--- config.mk ---
export PLATFORM = sky130hd
export DESIGN_NAME = dmem_access_ctrl
export DESIGN_NICKNAME = d
export VERILOG_FILES = /design/src/rtl/dmem_pkg.sv /design/src/rtl/load_align_ext.sv /design/src/rtl/dmem_access_ctrl.sv
export SDC_FILE = /design/constraint.sdc
export NUM_CORES = 1
export LEC_CHECK = 0
export CAP_MARGIN = 10
export CORE_ASPECT_RATIO = 1.4
export CORE_MARGIN = 2
export CORE_UTILIZATION = 47
export CTS_CLUSTER_SIZE = 10
export DETAILED_ROUTE_END_ITERATION = 7
export MAX_ROUTING_LAYER = met4
export PLACE_DENSITY = 0.88
export REMOVE_ABC_BUFFERS = 1
export SLEW_MARGIN = 0
export SYNTH_ARGS = -nofsm -noshare
export SYNTH_HDL_FRONTEND = slang
export SYNTH_SLANG_ARGS = --single-unit
--- constraint.sdc ---
create_clock -name clk -period 4 [get_ports clk]
set_input_delay 0.8 -clock clk [delete_from_list [all_inputs] [get_ports clk]]
set_output_delay 0.8 -clock clk [all_outputs]
set_load 0.005 [all_outputs]
--- src/rtl/dmem_pkg.sv ---
// Shared encodings for the data-memory access path: funct3 sizes, FSM states,
// request legality check and sub-word store merge.
package dmem_pkg;

  localparam logic [2:0] F3_B  = 3'b000;
  localparam logic [2:0] F3_H  = 3'b001;
  localparam logic [2:0] F3_W  = 3'b010;
  localparam logic [2:0] F3_BU = 3'b100;
  localparam logic [2:0] F3_HU = 3'b101;

  typedef enum logic [1:0] {
    S_IDLE   = 2'd0,
    S_LOAD   = 2'd1,
    S_RMW_RD = 2'd2,
    S_RMW_WR = 2'd3
  } state_e;

  // Misaligned halfword/word, reserved size, or unsigned size on a store.
  function automatic logic is_fault(input logic we, input logic [2:0] f3, input logic [1:0] off);
    logic bad;
    case (f3)
      F3_B:    bad = 1'b0;
      F3_H:    bad = off[0];
      F3_W:    bad = (off != 2'b00);
      F3_BU:   bad = we;
      F3_HU:   bad = we | off[0];
      default: bad = 1'b1;
    endcase
    return bad;
  endfunction

  function automatic logic [31:0] merge_lane(input logic [31:0] old, input logic [15:0] wd,
                                             input logic [2:0] f3, input logic [1:0] off);
    logic [31:0] m;
    m = old;
    if (f3 == F3_H) begin
      if (off[1]) m[31:16] = wd;
      else        m[15:0]  = wd;
    end else begin
      case (off)
        2'd0:    m[7:0]   = wd[7:0];
        2'd1:    m[15:8]  = wd[7:0];
        2'd2:    m[23:16] = wd[7:0];
        default: m[31:24] = wd[7:0];
      endcase
    end
    return m;
  endfunction

endpackage

--- src/rtl/load_align_ext.sv ---
// Picks the addressed byte/halfword lane out of a RAM word and sign- or
// zero-extends it according to the load size. Purely combinational.
module load_align_ext
  import dmem_pkg::*;
(
  input  logic [31:0] word_i,
  input  logic [1:0]  offset_i,
  input  logic [2:0]  funct3_i,
  output logic [31:0] data_o
);

  logic [7:0]  byte_sel;
  logic [15:0] half_sel;

  always_comb begin
    byte_sel = word_i[{offset_i, 3'b000} +: 8];
    half_sel = offset_i[1] ? word_i[31:16] : word_i[15:0];
    case (funct3_i)
      F3_B:    data_o = {{24{byte_sel[7]}}, byte_sel};
      F3_BU:   data_o = {24'd0, byte_sel};
      F3_H:    data_o = {{16{half_sel[15]}}, half_sel};
      F3_HU:   data_o = {16'd0, half_sel};
      default: data_o = word_i;
    endcase
  end

endmodule

--- src/rtl/dmem_access_ctrl.sv ---
// MEM-stage load/store sequencer for a word-wide single-port RAM (1-cycle read).
// SW 1 cycle, loads 2, SB/SH 3 (read-modify-write); stall held until the final cycle.
module dmem_access_ctrl
  import dmem_pkg::*;
#(
  parameter int MEM_AW = 10
) (
  input  logic              clk,
  input  logic              reset,
  input  logic              req_valid,
  input  logic              req_we,
  input  logic [2:0]        req_funct3,
  input  logic [31:0]       req_addr,
  input  logic [31:0]       req_wdata,
  output logic              stall,
  output logic              resp_valid,
  output logic [31:0]       resp_rdata,
  output logic              fault,
  output logic [MEM_AW-1:0] mem_addr,
  output logic              mem_re,
  output logic              mem_we,
  output logic [31:0]       mem_wdata,
  input  logic [31:0]       mem_rdata
);

  state_e            state_q, state_d;
  logic [2:0]        f3_q, f3_d;
  logic [1:0]        off_q, off_d;
  logic [MEM_AW-1:0] waddr_q, waddr_d;
  logic [15:0]       wdata_q, wdata_d;
  logic [31:0]       merged_q, merged_d;
  logic [31:0]       load_data;
  logic              unused_addr_hi;

  assign unused_addr_hi = ^req_addr[31:MEM_AW+2];

  load_align_ext u_align (
    .word_i   (mem_rdata),
    .offset_i (off_q),
    .funct3_i (f3_q),
    .data_o   (load_data)
  );

  always_comb begin
    state_d    = state_q;
    f3_d       = f3_q;
    off_d      = off_q;
    waddr_d    = waddr_q;
    wdata_d    = wdata_q;
    merged_d   = merged_q;
    stall      = 1'b0;
    resp_valid = 1'b0;
    resp_rdata = 32'd0;
    fault      = 1'b0;
    mem_re     = 1'b0;
    mem_we     = 1'b0;
    mem_addr   = waddr_q;
    mem_wdata  = 32'd0;

    case (state_q)
      S_IDLE: begin
        mem_addr = req_addr[MEM_AW+1:2];
        if (req_valid) begin
          if (is_fault(req_we, req_funct3, req_addr[1:0])) begin
            fault = 1'b1;
          end else begin
            f3_d    = req_funct3;
            off_d   = req_addr[1:0];
            waddr_d = req_addr[MEM_AW+1:2];
            wdata_d = req_wdata[15:0];
            if (!req_we) begin
              mem_re  = 1'b1;
              stall   = 1'b1;
              state_d = S_LOAD;
            end else if (req_funct3 == F3_W) begin
              mem_we     = 1'b1;
              mem_wdata  = req_wdata;
              resp_valid = 1'b1;
            end else begin
              mem_re  = 1'b1;
              stall   = 1'b1;
              state_d = S_RMW_RD;
            end
          end
        end
      end
      S_LOAD: begin
        resp_valid = 1'b1;
        resp_rdata = load_data;
        state_d    = S_IDLE;
      end
      S_RMW_RD: begin
        stall    = 1'b1;
        merged_d = merge_lane(mem_rdata, wdata_q, f3_q, off_q);
        state_d  = S_RMW_WR;
      end
      S_RMW_WR: begin
        mem_we     = 1'b1;
        mem_wdata  = merged_q;
        resp_valid = 1'b1;
        state_d    = S_IDLE;
      end
      default: state_d = S_IDLE;
    endcase

    // Reset aborts any access in flight: nothing reaches the RAM or the pipeline.
    if (reset) begin
      stall      = 1'b0;
      resp_valid = 1'b0;
      resp_rdata = 32'd0;
      fault      = 1'b0;
      mem_re     = 1'b0;
      mem_we     = 1'b0;
      mem_addr   = '0;
      mem_wdata  = 32'd0;
    end
  end

  always_ff @(posedge clk) begin
    if (reset) begin
      state_q  <= S_IDLE;
      f3_q     <= 3'd0;
      off_q    <= 2'd0;
      waddr_q  <= '0;
      wdata_q  <= 16'd0;
      merged_q <= 32'd0;
    end else begin
      state_q  <= state_d;
      f3_q     <= f3_d;
      off_q    <= off_d;
      waddr_q  <= waddr_d;
      wdata_q  <= wdata_d;
      merged_q <= merged_d;
    end
  end

endmodule

==> impl_metrics.ini <==
[critical_path]
crit_path_max_fanout = 7
worst-endpoint-arrival_ps = 3160
reg2reg_slack_ps = 1620
slowest_stage = sky130_fd_sc_hd__clkdlybuf4s50_1
worstPathRequired_ps = 3200
path_cells = clkdlybuf4s50_1 > a221o_1 > a21oi_4 > nor4b_4 > buf_6 > buf_6 > a22o_1 > clkdlybuf4s50_1
timing.critical_path.from_type = input port
timing_worst_setup_path_type = input port to output pin
worst_path_max_stage_delay_ps = 490
worst_setup_path_end_kind = output pin

[yosys]
prevailing_post_synth_register_cell = sky130_fd_sc_hd__dfxtp_1
ys_seq_elements = 65
synth_enable_flop_cells = 0
synth_sequential_area_ratio_pct = 30.8
post_synth_main_area_contributors = sky130_fd_sc_hd__dfxtp_1, sky130_fd_sc_hd__mux2i_1, sky130_fd_sc_hd__a22o_1
synth.lib_cells_used.distinct = 41
post-synth-top-area-cell = sky130_fd_sc_hd__dfxtp_1
syn_area_um2 = 4230
netlist.area_leader.share_pct = 30.8
synth_area_per_cell_um2 = 8.29
synthesis.instances = 510
synthesis.yosys.warnings = 0
async_reset_ff_share_pct = 0

[pwr]
pwr_density_cell_nw_per_um2 = 440
worst_ir_drop_vdd_v = 0.000511
static-leakage-power_nw = 2.71

[timing]
min_period_over_period_pct = 99.1
period_needed_ps = 3960
slew_headroom_pct = 38.8
maxSlewViolCount = 0
fmax_ghz = 0.252
timing.clock.skew_ps = 10.0
timing_worst_slew_pin_value_ps = 918
finalSetupViolCount = 0
timing.setup.tns_ps = 0
report.final.hold_viol_count = 0

[grt]
grt_pass1_wl_um = 22300
via_count_of_the_first_global_routing_pass = 4549
grt_max_degree = 53
globalRouteTotalUtil_pct = 29.0
antenna_found_initial = 0
globalRouteOverflowTotal = 0

[detailed_routing]
drtPass1Iterations = 5
final_wl_um = 14900
routed-via-count = 4658
drt-wirelength-per-cell_um = 19.1
drc_errors = 0
ant_nets = 0
avgViaCountPerCell = 6.00
drt_iter0_markers = 396

[status]
outcome = finished, final reports clean

[floorplanning]
rows = 40
dieArea_um2 = 9780
die_height_um = 116
start_util_pct = 48.8
die_w_um = 84.1
pin_count = 182
core_area_um2 = 8660

[placed_design]
placement.cell_area_um2 = 5980
portBuffers = 161
place_congestion = 0.886
post-dp-hpwl_um = 10100

[clock_network]
cts.hold.buffers_added = 0
cts.sink_count = 65
worst_setup_hold_path_clk_slew_ps = 50
clockRootBuffer = sky130_fd_sc_hd__clkbuf_16
cts_max_path_buffers = 2
tritoncts = built
clock_tree.htree_level_count = 3
clock_latency_ps = 330
cts_made_buffers = 9

[cells_and_area]
finish.net_count = 774
layout-area-overhead-vs-synth_pct = 51.6
finish.utilization_pct = 74.0
final_area_um2 = 6410
n_antenna_cell = 0
post_route_cells_drive_above_1_share_pct = 11.2

[worst_hold_path]
holdCritPathClass = flop to flop

[job]
maxCapViolations = 0
==> registers in the layout, summed over array words and instances, names as in the netlist <==
name and cells:
f3_q 3, merged_q 32, off_q 2, state_q 2, waddr_q 10, wdata_q 16
==> timing repair <==
item	CTS	global route
gates resized for setup	3	15
buffers inserted	0	4
cloned	0	3
endpoints found under the setup margin	32	31
pin swaps	1	2
==> metal layers <==
metal / GRT usage (%) / vias up / part of all wire (%)
met3: 4.66 / 51 / 7.2
met2: 51.3 / 234 / 51
met4: 12.8 / 0 / 3.7
li1: - / 2158 / -
met5: - / - / 0
met1: 32.3 / 2215 / 38
==> cell usage in the layout (no fill, tap or decap), drive strengths merged, types with 18 or more instances in the layout <==
| cell | n |
|---|---|
| a211oi | 24 |
| a21oi | 19 |
| a22o | 33 |
| buf | 28 |
| clkdlybuf4s50 | 144 |
| dfxtp | 65 |
| inv | 23 |
| mux2 | 23 |
| mux2i | 68 |
| nand2 | 20 |
| nand2b | 22 |
| nor2 | 76 |
| o21ai | 18 |
| o22ai | 23 |
==> cells by family (layout without fill, tap and decap cells) <==
logic type | after synthesis | after routing | share of synthesized area, %
multiplexers | 92 | 92 | 22.8
adder cells (fa/ha/maj) | 4 | 4 | 1.18
flip-flops | 65 | 65 | 30.8
AO/OA/AOI/OAI | 136 | 136 | 22.7
buffers and inverters | 68 | 229 | 6.51
AND/OR/NAND/NOR | 145 | 145 | 16.1
==> path summary, 6_finish.rpt <==
check,cells past startpoint,to,from
worst max-delay path,8,mem_wdata[21],req_we
worst min-delay path,2,merged_q[16],merged_q[16]
worst max register to register,5,merged_q[7],f3_q[0]
worst min register to register,2,merged_q[16],merged_q[16]
==> synth_stat cells, drive strengths merged, types with 2 or more instances <==
cell / instances
a211oi: 24
a21o: 2
a21oi: 19
a22o: 33
buf: 14
clkbuf: 30
dfxtp: 65
ha: 4
inv: 23
mux2: 23
mux2i: 68
nand2: 20
nand2b: 22
nor2: 76
nor2b: 2
nor3: 16
nor3b: 4
o211ai: 8
o21ai: 18
o22ai: 23
==> final cells by class <==
| cell class | instances | area, um2 |
|---|---|---|
| well taps | 105 | 131 |
| repair buffers | 190 | 1910 |
| clock buffers | 13 | 260 |
| fillers | 633 | 2250 |
| flip-flops and latches | 65 | 1300 |
| clock inverters | 2 | 37.5 |
| multi-input cells | 377 | 2680 |
| inverters | 24 | 90.1 |
==> through the flow <==
| stage | std cells | total power (W) | hold WS, ps | setup slack (ps) |
|---|---|---|---|---|
| after floorplan | 466 | 0.00152 | 458 | -800 |
| after global placement | 754 | 0.00197 | 472 | -10.6 |
| after detailed placement | 754 | 0.00201 | 482 | -34.7 |
| after CTS | 769 | 0.00280 | 488 | -11.7 |
| after global routing | 776 | 0.00296 | 512 | -12.5 |
| final | 776 | 0.00282 | 484 | 38.0 |
==> where the power goes <==
part	leakage [nW]	switching [W]	total, W	internal [W]
sequential	0.530	0.0000941	0.000877	0.000783
clock	0.142	0.000280	0.000793	0.000513
combinational	2.04	0.000572	0.00115	0.000576
total	2.71	0.000945	0.00282	0.00187
==> critical path, delay by kind of cell <==
kind,cells,cell delay [ps]
buffers and inverters,4,1340
AO/OA/AOI/OAI,3,770
AND/OR/NAND/NOR,1,240
(Power assumes the default switching activity.)
